$ cat config.mk
export PLATFORM = sky130hd
export DESIGN_NAME = seq_pattern_gen_flat
export DESIGN_NICKNAME = d
export VERILOG_FILES = /design/src/rtl/seq_gen_pkg.sv /design/src/rtl/seq_pattern_gen_if.sv /design/src/rtl/piso_shift.sv /design/src/rtl/seq_pattern_gen.sv /design/src/flat_wrapper.sv
export SDC_FILE = /design/constraint.sdc
export NUM_CORES = 1
export LEC_CHECK = 0
export ABC_AREA = 1
export BUFFER_PORTS_ARGS = -buffer_cell sky130_fd_sc_hd__buf_2
export CORE_MARGIN = 2
export CORE_UTILIZATION = 58
export CTS_CLUSTER_SIZE = 14
export DETAILED_ROUTE_END_ITERATION = 7
export PLACE_DENSITY = 0.8
export RECOVER_POWER = 50
export REMOVE_ABC_BUFFERS = 1
export SLEW_MARGIN = 20
export SYNTH_ARGS = -nofsm -noshare
export SYNTH_HDL_FRONTEND = slang
export SYNTH_HIERARCHICAL = 1
export SYNTH_SLANG_ARGS = --single-unit
$ cat constraint.sdc
create_clock -name clk_i -period 4.52 [get_ports clk_i]
set_clock_uncertainty 0.2 [all_clocks]
set_input_delay 0.226 -clock clk_i [delete_from_list [all_inputs] [get_ports clk_i]]
set_output_delay 0.226 -clock clk_i [all_outputs]
set_load 0.03 [all_outputs]
$ cat src/rtl/seq_gen_pkg.sv
// seq_gen_pkg: shared types, default parameters and helpers for seq_pattern_gen.
//   state_e  - transmitter FSM states
//   eff_len  - maps a requested pattern length onto the length actually sent
package seq_gen_pkg;

   localparam int unsigned WidthDef  = 6;
   localparam int unsigned LenWDef   = 3;
   localparam int unsigned RepWDef   = 4;
   localparam int unsigned GapCycDef = 2;

   typedef enum logic [1:0] {
      StIdle,
      StShift,
      StGap
   } state_e;

   // 0 or anything longer than the register means "use the whole register".
   function automatic int unsigned eff_len(input int unsigned len, input int unsigned width);
      return ((len == 0) || (len > width)) ? width : len;
   endfunction

endpackage

$ cat src/rtl/seq_pattern_gen_if.sv
// seq_pattern_gen_if: request/stream bundle of the serial pattern transmitter.
//   master - requester side: drives pat/len/rep/start/stop, observes status and stream
//   slave  - transmitter side
interface seq_pattern_gen_if #(
   parameter int unsigned WIDTH = 6,
   parameter int unsigned LEN_W = 3,
   parameter int unsigned REP_W = 4
);
   logic [WIDTH-1:0] pat_i;
   logic [LEN_W-1:0] len_i;
   logic [REP_W-1:0] rep_i;
   logic             start_i;
   logic             ready_o;
   logic             stop_i;
   logic             seq_o;
   logic             seq_vld_o;
   logic             busy_o;
   logic             done_o;

   modport master (
      output pat_i, len_i, rep_i, start_i, stop_i,
      input  ready_o, seq_o, seq_vld_o, busy_o, done_o
   );

   modport slave (
      input  pat_i, len_i, rep_i, start_i, stop_i,
      output ready_o, seq_o, seq_vld_o, busy_o, done_o
   );
endinterface

$ cat src/rtl/piso_shift.sv
// piso_shift: parallel-in serial-out register, MSB shifted out first.
//   clk_i, rst_i - clock, synchronous active-high reset
//   load_i       - load data_i (has priority over shift_i)
//   shift_i      - shift left by one, zero fill
//   data_i       - parallel load value
//   msb_o        - current serial bit (register MSB)
module piso_shift #(
   parameter int unsigned WIDTH = 6
) (
   input  logic             clk_i,
   input  logic             rst_i,
   input  logic             load_i,
   input  logic             shift_i,
   input  logic [WIDTH-1:0] data_i,
   output logic             msb_o
);

   logic [WIDTH-1:0] r_q;

   always_ff @(posedge clk_i) begin
      if (rst_i) begin
         r_q <= '0;
      end else if (load_i) begin
         r_q <= data_i;
      end else if (shift_i) begin
         r_q <= {r_q[WIDTH-2:0], 1'b0};
      end
   end

   assign msb_o = r_q[WIDTH-1];

endmodule

$ cat src/rtl/seq_pattern_gen.sv
// seq_pattern_gen: shifts a latched parallel pattern out MSB-first, repeating it
// rep times back-to-back (rep=0: until stop), then idles GAP_CYC cycles.
//   clk_i, rst_i - clock, synchronous active-high reset
//   bus_io       - request handshake (pat/len/rep/start/ready), stop, serial
//                  stream (seq/seq_vld) and status (busy/done)
module seq_pattern_gen
   import seq_gen_pkg::*;
#(
   parameter int unsigned WIDTH   = WidthDef,
   parameter int unsigned LEN_W   = LenWDef,
   parameter int unsigned REP_W   = RepWDef,
   parameter int unsigned GAP_CYC = GapCycDef
) (
   input logic              clk_i,
   input logic              rst_i,
   seq_pattern_gen_if.slave bus_io
);

   localparam int unsigned GapW = (GAP_CYC > 1) ? $clog2(GAP_CYC) : 1;

   state_e           r_state;
   logic [WIDTH-1:0] r_pat;      // pattern left-aligned so bit L-1 sits at the MSB
   logic [LEN_W-1:0] r_len;
   logic [LEN_W-1:0] r_bit_cnt;  // bits left in this repetition after the current one
   logic [REP_W-1:0] r_rep;      // 0 means unbounded and is never decremented
   logic [GapW-1:0]  r_gap_cnt;
   logic             r_vld;
   logic             r_ready;
   logic             r_busy;
   logic             r_done;

   logic [LEN_W-1:0] w_len_eff;
   int unsigned      w_pad;
   logic [WIDTH-1:0] w_pat_aligned;
   logic             w_accept;
   logic             w_more;
   logic             w_load;
   logic             w_shift;
   logic [WIDTH-1:0] w_load_data;
   logic             w_seq;

   assign w_len_eff     = LEN_W'(eff_len(32'(bus_io.len_i), WIDTH));
   assign w_pad         = WIDTH - 32'(w_len_eff);
   assign w_pat_aligned = bus_io.pat_i << w_pad;
   assign w_accept      = (r_state == StIdle) && bus_io.start_i && !bus_io.stop_i;
   assign w_more        = (r_rep == '0) || (r_rep > REP_W'(1));

   // Shifter control; leaving SHIFT loads zero so seq_o stays a plain flop output.
   always_comb begin
      w_load      = 1'b0;
      w_shift     = 1'b0;
      w_load_data = '0;
      if (w_accept) begin
         w_load      = 1'b1;
         w_load_data = w_pat_aligned;
      end else if (r_state == StShift) begin
         if (bus_io.stop_i) begin
            w_load = 1'b1;
         end else if (r_bit_cnt != '0) begin
            w_shift = 1'b1;
         end else if (w_more) begin
            w_load      = 1'b1;
            w_load_data = r_pat;
         end else begin
            w_load = 1'b1;
         end
      end
   end

   piso_shift #(
      .WIDTH (WIDTH)
   ) u_piso (
      .clk_i   (clk_i),
      .rst_i   (rst_i),
      .load_i  (w_load),
      .shift_i (w_shift),
      .data_i  (w_load_data),
      .msb_o   (w_seq)
   );

   always_ff @(posedge clk_i) begin
      if (rst_i) begin
         r_state   <= StIdle;
         r_pat     <= '0;
         r_len     <= '0;
         r_bit_cnt <= '0;
         r_rep     <= '0;
         r_gap_cnt <= '0;
         r_vld     <= 1'b0;
         r_ready   <= 1'b1;
         r_busy    <= 1'b0;
         r_done    <= 1'b0;
      end else begin
         r_done <= 1'b0;
         unique case (r_state)
            StIdle: begin
               if (w_accept) begin
                  r_pat     <= w_pat_aligned;
                  r_len     <= w_len_eff;
                  r_bit_cnt <= w_len_eff - LEN_W'(1);
                  r_rep     <= bus_io.rep_i;
                  r_state   <= StShift;
                  r_vld     <= 1'b1;
                  r_ready   <= 1'b0;
                  r_busy    <= 1'b1;
               end
            end
            StShift: begin
               if (bus_io.stop_i) begin
                  r_state <= StIdle;
                  r_vld   <= 1'b0;
                  r_ready <= 1'b1;
                  r_busy  <= 1'b0;
               end else if (r_bit_cnt != '0) begin
                  r_bit_cnt <= r_bit_cnt - LEN_W'(1);
               end else if (w_more) begin
                  r_bit_cnt <= r_len - LEN_W'(1);
                  if (r_rep > REP_W'(1)) begin
                     r_rep <= r_rep - REP_W'(1);
                  end
               end else begin
                  r_done <= 1'b1;
                  r_vld  <= 1'b0;
                  if (GAP_CYC == 0) begin
                     r_state <= StIdle;
                     r_ready <= 1'b1;
                     r_busy  <= 1'b0;
                  end else begin
                     r_state   <= StGap;
                     r_gap_cnt <= GapW'(GAP_CYC - 1);
                  end
               end
            end
            StGap: begin
               if (bus_io.stop_i || (r_gap_cnt == '0)) begin
                  r_state <= StIdle;
                  r_ready <= 1'b1;
                  r_busy  <= 1'b0;
               end else begin
                  r_gap_cnt <= r_gap_cnt - GapW'(1);
               end
            end
            default: begin
               r_state <= StIdle;
               r_vld   <= 1'b0;
               r_ready <= 1'b1;
               r_busy  <= 1'b0;
            end
         endcase
      end
   end

   assign bus_io.seq_o     = w_seq;
   assign bus_io.seq_vld_o = r_vld;
   assign bus_io.ready_o   = r_ready;
   assign bus_io.busy_o    = r_busy;
   assign bus_io.done_o    = r_done;

endmodule

$ cat src/flat_wrapper.sv
// flat-port wrapper written by rule: the top's interface ports become plain ports
module seq_pattern_gen_flat import seq_gen_pkg::*;
#(
   parameter int unsigned WIDTH   = WidthDef,
   parameter int unsigned LEN_W   = LenWDef,
   parameter int unsigned REP_W   = RepWDef,
   parameter int unsigned GAP_CYC = GapCycDef
)
  (clk_i, rst_i, bus_io_pat_i, bus_io_len_i, bus_io_rep_i, bus_io_start_i, bus_io_stop_i, bus_io_ready_o, bus_io_seq_o, bus_io_seq_vld_o, bus_io_busy_o, bus_io_done_o);
  seq_pattern_gen_if #(.WIDTH(WIDTH), .LEN_W(LEN_W), .REP_W(REP_W)) bus_io_i ();
  input logic clk_i;
  input logic rst_i;
  input wire logic [$bits(bus_io_i.pat_i)-1:0] bus_io_pat_i;
  input wire logic [$bits(bus_io_i.len_i)-1:0] bus_io_len_i;
  input wire logic [$bits(bus_io_i.rep_i)-1:0] bus_io_rep_i;
  input wire logic [$bits(bus_io_i.start_i)-1:0] bus_io_start_i;
  input wire logic [$bits(bus_io_i.stop_i)-1:0] bus_io_stop_i;
  output wire logic [$bits(bus_io_i.ready_o)-1:0] bus_io_ready_o;
  output wire logic [$bits(bus_io_i.seq_o)-1:0] bus_io_seq_o;
  output wire logic [$bits(bus_io_i.seq_vld_o)-1:0] bus_io_seq_vld_o;
  output wire logic [$bits(bus_io_i.busy_o)-1:0] bus_io_busy_o;
  output wire logic [$bits(bus_io_i.done_o)-1:0] bus_io_done_o;
  assign bus_io_i.pat_i = bus_io_pat_i;
  assign bus_io_i.len_i = bus_io_len_i;
  assign bus_io_i.rep_i = bus_io_rep_i;
  assign bus_io_i.start_i = bus_io_start_i;
  assign bus_io_i.stop_i = bus_io_stop_i;
  assign bus_io_ready_o = bus_io_i.ready_o;
  assign bus_io_seq_o = bus_io_i.seq_o;
  assign bus_io_seq_vld_o = bus_io_i.seq_vld_o;
  assign bus_io_busy_o = bus_io_i.busy_o;
  assign bus_io_done_o = bus_io_i.done_o;
  seq_pattern_gen #(.WIDTH(WIDTH), .LEN_W(LEN_W), .REP_W(REP_W), .GAP_CYC(GAP_CYC)) u_core (.clk_i(clk_i), .rst_i(rst_i), .bus_io(bus_io_i));
endmodule
* Yosys cells after proc, flatten, opt, wreduce, memory -nomap -nowiden *
Cells that the tools add are included.

word-level totals
  flip-flop bits (word level) = 29
  input bits = 17

operators by class
  add/subtract/negate cells = 6
  order comparisons = 2
  equal/unequal tests = 14
  shift-type cells = 1
  muxes and demuxes = 51
  bitwise operators = 3
  reduce and logical (&&, ||, !) cells = 21

operator list
  cell                                                                              count
  6-bit 2-to-1 mux                                                                  7
  6-bit by 32-bit left shift with 6-bit output                                      1
  1-bit 2-to-1 mux                                                                  22
  4-bit 2-to-1 mux                                                                  5
  3-bit 2-to-1 mux                                                                  5
  4-bit AND reduction                                                               3
  2-bit 2-to-1 mux                                                                  5
  2-bit inequality test (second input constant)                                     5
  1-bit case mux with 3 select lines                                                3
  3-bit by 1-bit subtractor with 3-bit output (second input constant)               3
  2-bit by 1-bit inequality test with 1-bit output (second input constant)          4
  4-bit case mux with 2 select lines                                                1
  3-bit inequality test (second input constant)                                     2
  2-bit case mux with 3 select lines                                                1
  3-bit case mux with 2 select lines                                                1
  6-bit AND reduction                                                               1
  2-bit nonzero test                                                                3
  5-bit AND reduction                                                               1
  4-bit by 1-bit greater-than comparator with 1-bit output (second input constant)  1
  4-bit logical NOT                                                                 1
  4-bit OR reduction                                                                1
  3-bit by 3-bit subtractor with 4-bit output (first input constant)                1
  4-bit by 1-bit subtractor with 4-bit output (second input constant)               1
  3-bit greater-than comparator (second input constant)                             1
  other kinds (14)                                                                  19

* Logic depth before layout (Yosys ltp) *
Gate-level depths: netlist of the first run.

  depth in word-level cells = 8
  gate-level depth with buffers = 15
  mapped depth without buffers = 14

* Cells and area by module *
Netlist of the first run, hierarchy kept.

by module, submodules not included
  module           instances  cells an instance  area an instance (µm²)  seq. area each (µm²)
  seq_pattern_gen  1          221                1537.7                  460.4
  piso_shift       1          45                 281.5                   120.1

* Worst setup path after synthesis of the first run *
OpenSTA, ideal clock, no wires.

  kind = input to register
  start = input port bus_io_len_i[0]
  end = register u_core.u_piso.r_q[5]
  library setup time = 0.109 ns
  arrival = 1.624 ns
  required time = 4.211 ns
  setup slack = 2.588 ns
  cell stages on the path = 15
  path through = buf_6 -> inv_1 -> a21oi_1 -> inv_1 -> ha_1 -> inv_1 -> nand3_1 -> nand2_1 -> nand2_1 -> nand2_1 -> o21ai_0 -> nand2_1 -> nand3_1 -> nand2_1 -> inv_1

between the ends
  word-level cells in the longest chain between the ends = 7
  elaborated cells between the ends (all ways) = 8
  those cells by class = add/sub: 1; order compare: 1; shift: 1; mux: 3; reduce/logical: 2

ends and longest elaborated chain
  item                                                                line                   RTL
  start: declaration                                                  flat_wrapper.sv:14     input wire logic [$bits(bus_io_i.len_i)-1:0] bus_io_len_i;
  3-bit greater-than comparator or 3-bit logical NOT (tied branches)  seq_gen_pkg.sv:19      return ((len == 0) || (len > width)) ? width : len;
  1-bit logical OR *                                                  seq_gen_pkg.sv:19
  3-bit 2-to-1 mux *                                                  seq_gen_pkg.sv:19
  via u_core.w_len_eff[1]                                             seq_pattern_gen.sv:32  logic [LEN_W-1:0] w_len_eff;
  3-bit by 3-bit subtractor with 4-bit output *                       seq_pattern_gen.sv:43  assign w_pad = WIDTH - 32'(w_len_eff);
  6-bit by 32-bit left shift with 6-bit output *                      seq_pattern_gen.sv:44  assign w_pat_aligned = bus_io.pat_i << w_pad;
  6-bit 2-to-1 mux *                                                  seq_pattern_gen.sv:53  if (w_accept) begin
  via u_core.w_load_data[5]                                           seq_pattern_gen.sv:39  logic [WIDTH-1:0] w_load_data;
  6-bit 2-to-1 mux *                                                  piso_shift.sv:23       end else if (load_i) begin
  end signal: assignment                                              piso_shift.sv:24       r_q <= data_i;
  end signal: assignment                                              piso_shift.sv:26       r_q <= {r_q[WIDTH-2:0], 1'b0};
  end: declaration                                                    piso_shift.sv:18       logic [WIDTH-1:0] r_q;

Mark *: on every way through the listed nets, which the timed path passes. The rest lies on a longest branch.
A chain may end at the register's enable or synchronous reset.

* Worst setup path in the final report of the first run *
  start = register u_core.r_state[0]
  end = register u_core.u_piso.r_q[4]

between the ends
  word-level cells in the longest chain between the ends = 5
  elaborated cells between the ends (all ways) = 12
  those cells by class = eq/ne: 1; mux: 7; reduce/logical: 4

ends and longest elaborated chain
  item                             line                    RTL
  start: declaration               seq_pattern_gen.sv:21   state_e r_state;
  start signal: assignment         seq_pattern_gen.sv:83   r_state <= StIdle;
  start signal: assignment         seq_pattern_gen.sv:102  r_state <= StShift;
  start signal: assignment         seq_pattern_gen.sv:110  r_state <= StIdle;
  2-bit logical NOT                seq_pattern_gen.sv:45   assign w_accept = (r_state == StIdle) && bus_io.start_i && !bus_io.stop_i;
  1-bit logical AND (2 in series)  seq_pattern_gen.sv:45
  6-bit 2-to-1 mux *               seq_pattern_gen.sv:53
  via u_core.w_load_data[4]        seq_pattern_gen.sv:39
  6-bit 2-to-1 mux *               piso_shift.sv:23

Marks and branches as above.

==> results of run 1 <==
==> per-layer routing <==
layer | share of wire [%] | vias to the layer above
li1 | - | 911
met1 | 47 | 745
met2 | 47 | 45
met3 | 6.2 | 2
met4 | 0.59 | 0
met5 | 0 | -
==> how the worst max path moves through the flow <==
| stage | startpoint | end | slack (ns) | cells past startpoint |
|---|---|---|---|---|
| 5_1_grt | u_core/r_state[0]$_SDFFE_PP0P_ | u_core/u_piso/r_q[4]$_SDFFE_PP0P_ | 1.80 | 11 |
| 3_3_place_gp | bus_io_len_i[0] | u_core/u_piso/r_q[5]$_SDFFE_PP0P_ | 2.38 | 15 |
| 4_1_cts | u_core/r_state[0]$_SDFFE_PP0P_ | u_core/u_piso/r_q[1]$_SDFFE_PP0P_ | 2.55 | 9 |
| 6_report | u_core/r_state[0]$_SDFFE_PP0P_ | u_core/u_piso/r_q[4]$_SDFFE_PP0P_ | 2.12 | 11 |
| 3_5_place_dp | bus_io_len_i[0] | u_core/u_piso/r_q[5]$_SDFFE_PP0P_ | 2.30 | 15 |
| 2_1_floorplan | bus_io_len_i[2] | u_core/u_piso/r_q[5]$_SDFFE_PP0P_ | 2.65 | 14 |
==> worst max-delay path: cells and delay by family (launching register included) <==
kind | cells | cell delay (ns)
AO/OA/AOI/OAI | 2 | 0.18
AND/OR/NAND/NOR | 7 | 1.21
flip-flops | 1 | 0.35
buffers and inverters | 2 | 0.41
==> registers in the layout (all words and copies together), names as in the netlist, 2 cells and up <==
signal	count
u_core/r_bit_cnt	3
u_core/r_len	3
u_core/r_pat	6
u_core/r_rep	4
u_core/r_state	2
u_core/u_piso/r_q	6
==> area by class of cell <==
cell class	instances	area share (%)
Sequential cell	29	29.5
Tap cell	44	2.80
Clock buffer	7	2.80
Inverter	39	7.69
Clock inverter	1	1.53
Multi-Input combinational cell	193	50.2
Timing Repair Buffer	22	5.53
==> repair_timing <==
item | in CTS | in global routing
resized for setup | 0 | 0
buffers inserted | 0 | 0
hold buffers | 1 | 0
endpoints found under the hold margin | 1 | 0
==> through the flow <==
stage          utilization (%)  hold WS, ns  area, um2  setup slack (ns)
6_report                  65.0       0.0555       1970              2.12
5_1_grt                   65.0       0.0355       1970              1.80
4_1_cts                   67.1       0.0498       2030              2.55
3_5_place_dp              64.0        0.235       1940              2.30
3_3_place_gp              64.0        0.230       1940              2.38
2_1_floorplan                -       0.0884       1780              2.65
==> cell usage in the layout, fill, tap and decap left out, types with 2 or more instances in the layout <==
| cell type | instances |
|---|---|
| nor2_4 | 3 |
| clkbuf_4 | 5 |
| nand2_4 | 3 |
| nand3_1 | 36 |
| nand2_2 | 3 |
| nand2_1 | 76 |
| o22ai_1 | 2 |
| o21a_1 | 2 |
| o21ai_0 | 16 |
| a21oi_1 | 20 |
| nor2_2 | 2 |
| clkbuf_1 | 6 |
| dfxtp_1 | 29 |
| o21ai_1 | 5 |
| ha_1 | 4 |
| nor2_1 | 15 |
| inv_1 | 34 |
| buf_2 | 16 |
| inv_2 | 3 |
==> report_power, final <==
| group | internal, uW | switching [uW] |
|---|---|---|
| registers | 278 | 10.9 |
| logic | 61.9 | 126 |
| clock network | 132 | 89.5 |
==> cell families after synthesis <==
group	after synthesis
simple gates	140
compound gates	48
buf+inv	44
flops	29
fa+ha+maj	4
xor+xnor	1
==> summary.md, run 1 <==
| Metric | Value |
|---|---|
| First-pass GRT wire length | ~6.3 mm |
| Syn avg cell area | 6.84 um2 |
| Die W | 60.0 um |
| Worst skew pair latency | roughly 0.33 ns |
| Worst Tran Pin Value | approximately 0.55 ns |
| DRC errors left | 0 |
| Syn Std Cell Area | between 0.0015 and 0.002 mm2 |
| First-pass DRT Iterations | 4 |
| ANT nets after route | 0 |
| Peak Freq | between 400 and 500 MHz |
| Yosys warns | 6 |
| Clock sinks | 29 |
| Pwr dens | about 360 mW/mm2 |
| CP peak stage delay | 0.44 ns |
| Core area | 0.00303 mm2 |
| Detailed placer's ending HPWL | 2.69 mm |
| Hold Crit Start | bus_io_rep_i[2] |
| Number of CTS-inserted buffers | 5 |
| RSZ-0062 raised after global routing | false |
| Most frequent cell after synthesis | nand2_1 |
| Largest net degree at the start of global routing | 19 |
| Tot Pwr | 699 uW |
| FF-to-FF Start | u_core/r_state[0]$_SDFFE_PP0P_ |
| Final-stage net count | 311 |
| Post-Synth Adder-Cell Area | ~2.8% |
| Compound-Gate Fraction of Synth Area | 14.6% |
| Cells after DPL | 326 |
| Clock root buffer | clkbuf_4 |
| Routed wire per std cell | 10.6 um |
| Synth Flop Type | dfxtp_1 |
| Final Max Tran Viols | 0 |
| Max-cap violations | 0 |
| Final setup vio count | 0 |
| Sequential cell area fraction in the yosys report | 31.9% |
| Synth cell types | 28 |
| Reg2Reg Capture Point | u_core/u_piso/r_q[4]$_SDFFE_PP0P_ |
| GRT overflow | 0 |
| Ports | 22 |
| FF-to-FF path depth | 11 |
| Mux cell area share after synthesis | 0% |
| Rows | 20 |
| CTS H-tree lvls | 2 |
| Number of synthesized register bits | 29 |
| GRT busiest layer | met2 |
| Reg area | 581 um2 |
| Maximum vdd drop | 0.235 mV |
| Clk slew on worst S/H paths | 0.09 ns |
| Vias in the first global route | 1,536 |
| Footprint of the multi-input gates | 987 um2 |
| R2R setup slack | approximately 2.1 ns |
| Tot GR Track Use | 23.5% |
| EDFF count, synth | 0 |
| Post-synth ARST share | 0% |
| Crit. End Element | register |
| Relative slew slack | 62.9% |
| Proportion of layout cells with a drive suffix above 1 | 14.8% |
| Met3 Resource Use GR | around a tenth |
| CTS Buffer Depth | 2 |
| Fin crit period | ~2.4 ns |
| P_leak | roughly 0.00095 uW |
| Gp weighted congestion | 0.865 |
| Routed WL | 3.54 mm |
| Crit path DAT | 2.47 ns |
| Cell mode on critical path | nand2_1 |
| Synth Area in XOR/XNOR | 1.51% |
| Die height | 60.0 um |
| TNS Setup | 0 ns |
| Mapped Cells | 266 |
| Crit path kind | register to register |
| Main combinational cell family by area after synthesis | simple AND/OR/NAND/NOR gates |
| GR Layer Usage met1 | 27.2% |
| Fill cell count | 284 |
| Final period util | 53.2% |
| CP Max Fanout | 12 |
| Top cells by area, synth | dfxtp_1, nand2_1, nand3_1 |
| CP max stage cell | nand3_1 |
| Simple-gate share of the synthesized area | between 30% and 40% |
| Final Hold Vio Count | 0 |
| Initial Util | 60.1% |
| Yosys top cell by area | dfxtp_1 |
| Synth top area share | about a third |
| Worst-path cell chain | nor2_1 > nand3_1 > inv_1 > nand3_1 > nand2_1 > nand2_1 > o21ai_0 > inv_1 > nand2_1 > nand2_1 > a21oi_1 |
| Vias per inst | 5.08 |
| Post-synth top cells | nand2_1, inv_1, nand3_1, dfxtp_1, a21oi_1 |
| Via count | ~1,700 |
| DIE AREA | approximately 0.0036 mm2 |
| Hold WC Path Type | input pin to register |
| Critical path required time | 4.58 ns |
| Outcome | finished, final reports clean |
| Worst setup SP type | register |
| Met2 Use GR | 38.4% |
| Non-filler cells, final | 335 |
| Worst hold stages | 5 |
| Hold Path Sink | u_core/r_rep[2]$_SDFFE_PP0P_ |
| Diode count | 0 |
| Initial antenna violation count | 0 |
| TritonCTS clock tree | done |
| Initial DRC count | 90 |
| # port buffers | 21 |
| Area delta synth->final | 8.18% |
No activity file was read; power rests on OpenSTA's default activity.
==> run 2, diff against run 1 <==
--- a/config.mk
+++ b/config.mk
@@ -5,13 +5,13 @@
 export SDC_FILE = /design/constraint.sdc
 export NUM_CORES = 1
 export LEC_CHECK = 0
-export ABC_AREA = 1
+export ABC_AREA = 0
 export BUFFER_PORTS_ARGS = -buffer_cell sky130_fd_sc_hd__buf_2
 export CORE_MARGIN = 2
-export CORE_UTILIZATION = 58
+export CORE_UTILIZATION = 51
 export CTS_CLUSTER_SIZE = 14
 export DETAILED_ROUTE_END_ITERATION = 7
-export PLACE_DENSITY = 0.8
+export PLACE_DENSITY = 0.75
 export RECOVER_POWER = 50
 export REMOVE_ABC_BUFFERS = 1
 export SLEW_MARGIN = 20
==> constraint.sdc (replaced) <==
create_clock -name clk_i -period 2.18 [get_ports clk_i]
set_clock_uncertainty 0.2 [all_clocks]
set_input_delay 0.109 -clock clk_i [delete_from_list [all_inputs] [get_ports clk_i]]
set_output_delay 0.109 -clock clk_i [all_outputs]
set_load 0.03 [all_outputs]
==> run 2 against run 1 <==
The flow now finishes with violations (setup timing); critical path depth down 3; wire length up 4.4%; sequential share of layout area down 1.4 points; power up 140%; maximum frequency up 6.4%; flip-flop and latch count unchanged; worst hold slack worse by 0.033 ns; combinational power rose to 3.6 times the previous value; via count down 9.6%; clock-buffer cell count unchanged; design area up 5.6%; core utilization up 3.1 points; critical path type unchanged.
==> summary.md, run 2 <==
| Metric | Value |
|---|---|
| DRC errors left | 0 (unchanged) |
| EDFF count, synth | 0 (unchanged) |
| Relative slew slack | 63.6% (+0.68 points) |
| Failing checks | setup timing |
| Final period util | 104% (+50 points) |
| # port buffers | 21 (unchanged) |
| Clock root buffer | clkbuf_4 |
| Crit path kind | register to register |
| First-pass DRT Iterations | 4 (unchanged) |
| Sequential cell area fraction in the yosys report | 35.5% (+3.6 points) |
| Main combinational cell family by area after synthesis | simple AND/OR/NAND/NOR gates |
| Tot Pwr | 1670 uW (+140%) |
| Syn Std Cell Area | 0.00163 mm2 (-10%) |
| First-pass GRT wire length | 6.25 mm (unchanged) |
| Rows | 20 (unchanged) |
| Largest net degree at the start of global routing | 31 (+12) |
| Synth top area share | 35.5% (+3.6 points) |
| Die W | 60.6 um (+1.0%) |
| PnR worst setup slack | -0.0789 ns (-2.20 ns) |
| Area delta synth->final | 27.2% |
| Number of CTS-inserted buffers | 5 (unchanged) |
| CTS H-tree lvls | 2 (unchanged) |
| Mapped Cells | 198 (-26%) |
| ANT nets after route | 0 (unchanged) |
| Routed wire per std cell | 12.8 um (+21%) |
| Pwr dens | 805 mW/mm2 (+130%) |
| Max-cap violations | 0 (unchanged) |
| Crit path DAT | 2.32 ns (-0.15 ns) |
| Synth Area in XOR/XNOR | 1.07% (-0.44 points) |
| Compound-Gate Fraction of Synth Area | 23.4% (+8.8 points) |
| Simple-gate share of the synthesized area | 23.7% (-15 points) |
| Via count | 1,540 (-9.6%) |
| Crit. End Element | register |
| Routed WL | 3.70 mm (+4.4%) |
| Critical Path Start | u_core/r_rep[1]$_SDFFE_PP0P_ |
| Worst Setup EP | u_core/r_gap_cnt$_SDFFE_PP0P_ |
| P_leak | 0.000801 uW (-16%) |
| Cells after DPL | 270 (-17%) |
| Final-stage net count | 265 (-15%) |
| Post-synth top cells | dfxtp_1, nor2_1, nand2_1, o21ai_0, a21oi_1 |
| Non-filler cells, final | 288 (-14%) |
| Initial Util | 53.5% (-6.6 points) |
| Top cells by area, synth | dfxtp_1, o21ai_0, nor2_1 |
| Most frequent cells in the layout | dfxtp_1, nor2_1, nand2_1 |
| Initial DRC count | 121 (+34%) |
| Final core utilization | 68.1% (+3.1 points) |
| Post-Synth Adder-Cell Area | 3.06% (+0.31 points) |
| Ports | 22 (unchanged) |
| Outcome | complete, but fails checks |
| Die height | 60.6 um (+1.0%) |
| Maximum vdd drop | 0.449 mV (+92%) |
| Worst skew pair latency | 0.33 ns (about the same) |
| Post-synth ARST share | 0% (unchanged) |
| Tot GR Track Use | 22.9% (-0.63 points) |
| Detailed placer's ending HPWL | 2.61 mm (-3.1%) |
| Number of synthesized register bits | 29 (unchanged) |
| FF-to-FF Start | u_core/r_rep[1]$_SDFFE_PP0P_ |
| CTS Buffer Depth | 2 (unchanged) |
| Fill cell count | 277 (-2.5%) |
| Gp weighted congestion | 0.872 (+0.79%) |
| Hold WC Path Type | input pin to register |
| Yosys top cell by area | dfxtp_1 |
| TritonCTS clock tree | done |
| Reg2Reg Capture Point | u_core/r_gap_cnt$_SDFFE_PP0P_ |
| Proportion of layout cells with a drive suffix above 1 | 24.6% (+9.8 points) |
| Final Max Tran Viols | 0 (unchanged) |
| Fin crit period | 2.26 ns (-0.144 ns) |
| R2R setup slack | -0.08 ns (-2.20 ns) |
| DIE AREA | 0.00367 mm2 (+2.0%) |
| CP Max Fanout | 3 (-9) |
| Regs by FF count | u_core/r_pat (6), u_core/u_piso/r_q (6), u_core/r_rep (4) |
| Worst setup SP type | register |
| Peak Freq | 443 MHz (+6.4%) |
| Worst Tran Pin Value | 0.546 ns (-0.00864 ns) |
| Clock sinks | 29 (unchanged) |
| Vias in the first global route | 1,428 (-7.0%) |
| GRT overflow | 0 (unchanged) |
| Synth Flop Type | dfxtp_1 |
| Clk slew on worst S/H paths | 0.09 ns (about the same) |
| Initial antenna violation count | 0 (unchanged) |
| Yosys warns | 6 (unchanged) |
| Synth cell types | 41 (+46%) |
| Vias per inst | 5.35 (+5.2%) |
| Mux cell area share after synthesis | 8.35% (+8.3 points) |
| Most common cell after layout, fill and taps aside | dfxtp_1 |
| FF-to-FF path depth | 8 (-3) |
| Diode count | 0 (unchanged) |
| Syn avg cell area | 8.25 um2 (+21%) |
| Final Hold Vio Count | 0 (unchanged) |
| Core area | 0.00305 mm2 (+0.83%) |
| Critical path required time | 2.24 ns (-2.34 ns) |
| RSZ-0062 raised after global routing | true |
| Final setup vio count | 6 (+6) |
| Most frequent cell after synthesis | dfxtp_1 |
==> run 2: cell count changes in the layout (fill, tap and decap cells not counted), moves of 7 or more <==
cell	delta
inv_1	-30
nor2_1	+7
nor3_1	+7
nand3_1	-33
dlygate4sd3_1	+9
a211oi_1	+9
nor2b_1	+7
mux2i_1	+8
buf_4	+16
nand2_1	-55
==> run 2: logic make-up after synthesis <==
kind of cell / count (synthesis)
buffers and inverters: 17
AND/OR/NAND/NOR: 77
adder cells (fa/ha/maj): 4
AO/OA/AOI/OAI: 58
XOR/XNOR: 2
flip-flops: 29
multiplexers: 11
==> run 2: layout make-up <==
type / count / area, um2 / area share [%]
clock buffer: 7 / 55.1 / 2.65
inverter: 6 / 25.0 / 1.20
multi-input combinational: 152 / 1010 / 48.8
sequential: 29 / 583 / 28.1
tap: 44 / 55.1 / 2.65
timing repair buffer: 50 / 345 / 16.6
==> run 2: worst min-delay path by stage <==
stage	cells past startpoint	to	from
after floorplan	1	u_core/r_bit_cnt[1]$_SDFFE_PP0P_	rst_i
after global placement	2	u_core/bus_io.done_o$_SDFF_PP0_	bus_io_stop_i
after detailed placement	2	u_core/bus_io.done_o$_SDFF_PP0_	bus_io_stop_i
after CTS	5	u_core/r_pat[2]$_SDFFE_PP0P_	bus_io_pat_i[2]
after global routing	4	u_core/r_gap_cnt$_SDFFE_PP0P_	bus_io_stop_i
final	5	u_core/r_pat[2]$_SDFFE_PP0P_	bus_io_pat_i[2]
==> run 2: through the flow <==
stage	setup WS [ns]	hold WS, ns	TNS, ns	area, um2
2_1_floorplan	-0.0892	-0.0264	-0.260	1580
3_3_place_gp	-0.0511	0.235	-0.146	1870
3_5_place_dp	-0.107	0.231	-0.397	1870
4_1_cts	-0.0711	0.0000938	-0.186	2070
5_1_grt	-0.146	0.0528	-0.903	2080
6_report	-0.0789	0.0221	-0.284	2080
==> run 2: where the power goes <==
group	internal, uW	switching [uW]
Sequential	609	59.4
Clock	152	175
Combinational	313	365
==> run 2: worst max-delay path, cell delays in order, from the launching register on <==
cell	delay, ns
dfxtp_2	0.36
inv_4	0.05
ha_4	0.15
or4b_4	0.48
or4_4	0.45
buf_6	0.14
nor3_4	0.17
o21ai_1	0.07
a21oi_1	0.12
==> run 2: layer usage <==
metal	track usage (%)	vias to the layer above	wire length [um]
li1	-	798	-
met1	29.7	695	1780
met2	35.9	42	1670
met3	6.18	5	184
met4	9.63	0	56
met5	0	-	0
==> run 2: repair_timing <==
item                                    CTS  global route
pin swaps                                 2             4
endpoints found under the setup margin   11            14
setup buffers                             0             1
endpoints found under the hold margin    10             0
resized for setup                        13             7
hold buffers                             10             0
==> run 3, diff against run 2 <==
--- a/config.mk
+++ b/config.mk
@@ -8,10 +8,11 @@
 export ABC_AREA = 0
 export BUFFER_PORTS_ARGS = -buffer_cell sky130_fd_sc_hd__buf_2
 export CORE_MARGIN = 2
-export CORE_UTILIZATION = 51
+export CORE_UTILIZATION = 53
+export CTS_BUF_LIST = sky130_fd_sc_hd__clkbuf_4
 export CTS_CLUSTER_SIZE = 14
 export DETAILED_ROUTE_END_ITERATION = 7
-export PLACE_DENSITY = 0.75
+export PLACE_DENSITY = 0.77
 export RECOVER_POWER = 50
 export REMOVE_ABC_BUFFERS = 1
 export SLEW_MARGIN = 20
==> run 3 against run 2 <==
The flow still finishes with violations (setup timing); global-route usage rose by 1.6 points; design area grew 1.2%; via count is 4.0% higher; clock-buffer cell count decreased by 1; non-clock buffer count up 3; flip-flop and latch count stayed put; worst setup slack got worse by 0.031 ns; sequential power is 0.9% higher; maximum frequency shrank 1.4%; power increased by 2.0%; combinational power rose by 4.6%; wire length rose by 3.5%; largest power group unchanged.
==> summary.md, run 3 (synthesis results as in run 2) <==
| Metric | Value |
|---|---|
| DIE AREA | 0.00354 mm2 (-3.5%) |
| R2R setup slack | -0.11 ns (-0.03 ns) |
| Die W | 59.5 um (-1.8%) |
| Worst Tran Pin Value | 0.555 ns (+0.00866 ns) |
| Reg2Reg Capture Point | u_core/r_bit_cnt[0]$_SDFFE_PP0P_ |
| Fin crit period | 2.29 ns (+0.0311 ns) |
| Comb pwr share | 41.6% (+1.1 points) |
| Ports | 22 (unchanged) |
| Worst setup SP type | register |
| Detailed placer's ending HPWL | 2.59 mm (-0.69%) |
| Via count | 1,602 (+4.0%) |
| CTS H-tree lvls | 2 (unchanged) |
| Hold Crit Start | bus_io_stop_i |
| Sw Share | 37.2% (+1.4 points) |
| Clock sinks | 29 (unchanged) |
| Final core utilization | 70.0% (+2.0 points) |
| Final Hold Vio Count | 0 (unchanged) |
| Proportion of layout cells with a drive suffix above 1 | 26.2% (+1.6 points) |
| Maximum vdd drop | 0.310 mV (-31%) |
| Initial DRC count | 90 (-26%) |
| Non-filler cells, final | 281 (-2.4%) |
| Peak Freq | 437 MHz (-1.4%) |
| Largest net degree at the start of global routing | 31 (unchanged) |
| Routed wire per std cell | 13.6 um (+6.1%) |
| # port buffers | 21 (unchanged) |
| FF-to-FF path depth | 7 (-1) |
| Most common cell after layout, fill and taps aside | dfxtp_1 |
| Fill cell count | 255 (-7.9%) |
| Routed WL | 3.83 mm (+3.5%) |
| Hold Path Sink | u_core/r_gap_cnt$_SDFFE_PP0P_ |
| Rows | 20 (unchanged) |
| Final Max Tran Viols | 0 (unchanged) |
| Max-cap violations | 0 (unchanged) |
| Initial Util | 54.4% (+0.89 points) |
| Pwr dens | 811 mW/mm2 (+0.78%) |
| P_leak | 0.000821 uW (+2.5%) |
| Diode count | 0 (unchanged) |
| Area delta synth->final | 28.7% |
| Outcome | complete, but fails checks |
| Vias in the first global route | 1,482 (+3.8%) |
| TritonCTS clock tree | done |
| Worst hold stages | 4 (-1) |
| Seq pwr share | 39.5% (-0.4 points) |
| Initial antenna violation count | 0 (unchanged) |
| Post-Place Worst Slack | -0.139 ns (-0.0327 ns) |
| Core area | 0.00300 mm2 (-1.6%) |
| First-pass GRT wire length | 6.50 mm (+4.0%) |
| GRT overflow | 0 (unchanged) |
| Tot Pwr | 1710 uW (+2.0%) |
| Clock root buffer | clkbuf_4 |
| Clk slew on worst S/H paths | 0.09 ns (about the same) |
| DRC errors left | 0 (unchanged) |
| Psw | 635 uW (+6.0%) |
| Crit path kind | register to register |
| Final period util | 105% (+1.4 points) |
| CP Max Fanout | 5 (+2) |
| Crit path DAT | 2.29 ns (-0.03 ns) |
| Failing checks | setup timing |
| Cells after DPL | 260 (-3.7%) |
| PnR worst setup slack | -0.110 ns (-0.0311 ns) |
| Relative slew slack | 63.0% (-0.58 points) |
| Pint | 1070 uW (-0.23%) |
| CTS Buffer Depth | 2 (unchanged) |
| ANT nets after route | 0 (unchanged) |
| Hold WC Path Type | input pin to register |
| Most frequent cells in the layout | dfxtp_1, nand2_1, nor2_1 |
| Crit. End Element | register |
| First-pass DRT Iterations | 4 (unchanged) |
| Critical path required time | 2.18 ns (-0.06 ns) |
| Number of CTS-inserted buffers | 5 (unchanged) |
| Final-stage net count | 268 (+1.1%) |
| Worst skew pair latency | 0.34 ns (about the same) |
| Tot GR Track Use | 24.5% (+1.6 points) |
| Clock Power Share | 18.9% (-0.6 points) |
| Die height | 59.5 um (-1.8%) |
| RSZ-0062 raised after global routing | true |
| Final setup vio count | 5 (-1) |
| Gp weighted congestion | 0.821 (-5.9%) |
| FF-to-FF Start | u_core/r_rep[0]$_SDFFE_PP0P_ |
| Regs by FF count | u_core/r_pat (6), u_core/u_piso/r_q (6), u_core/r_rep (4) |
| Vias per inst | 5.70 (+6.6%) |
run 3: worst max-delay path by stage:
stage / from / to / slack [ns] / depth (start not counted)
3_5_place_dp: u_core/r_rep[0]$_SDFFE_PP0P_ / u_core/r_bit_cnt[0]$_SDFFE_PP0P_ / -0.14 / 7
5_1_grt: u_core/r_rep[0]$_SDFFE_PP0P_ / u_core/r_bit_cnt[2]$_SDFFE_PP0P_ / -0.17 / 7
2_1_floorplan: u_core/r_rep[0]$_SDFFE_PP0P_ / u_core/r_bit_cnt[0]$_SDFFE_PP0P_ / -0.09 / 7
3_3_place_gp: u_core/r_rep[0]$_SDFFE_PP0P_ / u_core/r_bit_cnt[0]$_SDFFE_PP0P_ / -0.08 / 7
4_1_cts: u_core/r_rep[0]$_SDFFE_PP0P_ / u_core/r_bit_cnt[0]$_SDFFE_PP0P_ / -0.07 / 7
6_report: u_core/r_rep[0]$_SDFFE_PP0P_ / u_core/r_bit_cnt[0]$_SDFFE_PP0P_ / -0.11 / 7
run 3: layout make-up:
cell class	count	area [um2]	share of cell area, %
Inverter	6	25.0	1.19
Multi-Input combinational cell	152	1020	48.6
Sequential cell	29	586	27.8
Timing Repair Buffer	53	374	17.8
Tap cell	33	41.3	1.96
Clock buffer	6	45.0	2.14
Clock inverter	2	10.0	0.476
run 3: routing by layer:
layer / track usage [%] / part of all wire (%)
met4: 11.1 / 2.5
met5: 0 / 0
met1: 30.1 / 44
met2: 38.0 / 46
met3: 9.17 / 7.1
run 3: what timing repair did:
item	4_1_cts	5_1_grt
setup buffers	1	0
hold buffers	12	0
hold endpoints to repair	11	0
gates resized for setup	10	9
setup endpoints to repair	8	17
pin swaps	2	2
run 3: per-stage QoR:
stage	setup TNS, ns	area [um2]	hold slack [ns]
3_3_place_gp	-0.315	1880	0.226
6_report	-0.291	2100	0.0265
2_1_floorplan	-0.260	1580	-0.0264
5_1_grt	-0.851	2100	0.0303
3_5_place_dp	-0.650	1880	0.222
4_1_cts	-0.159	2090	0.0107
run 3: worst max-delay path, stage by stage (launching register included):
cell     delay [ns]
dfxtp_4        0.39
inv_4          0.04
ha_4           0.15
or4b_4         0.48
or4_4          0.45
o21a_4         0.25
mux2i_1        0.15
nor2_1         0.05
run 3: power by group through the flow:
| stage | Clock, uW | Combinational, uW | Sequential, uW |
|---|---|---|---|
| 6_report | 323 | 709 | 674 |
| 4_1_cts | 335 | 683 | 669 |
| 3_5_place_dp | 0 | 634 | 677 |
| 2_1_floorplan | 0 | 392 | 689 |
| 5_1_grt | 358 | 791 | 684 |
| 3_3_place_gp | 0 | 621 | 674 |
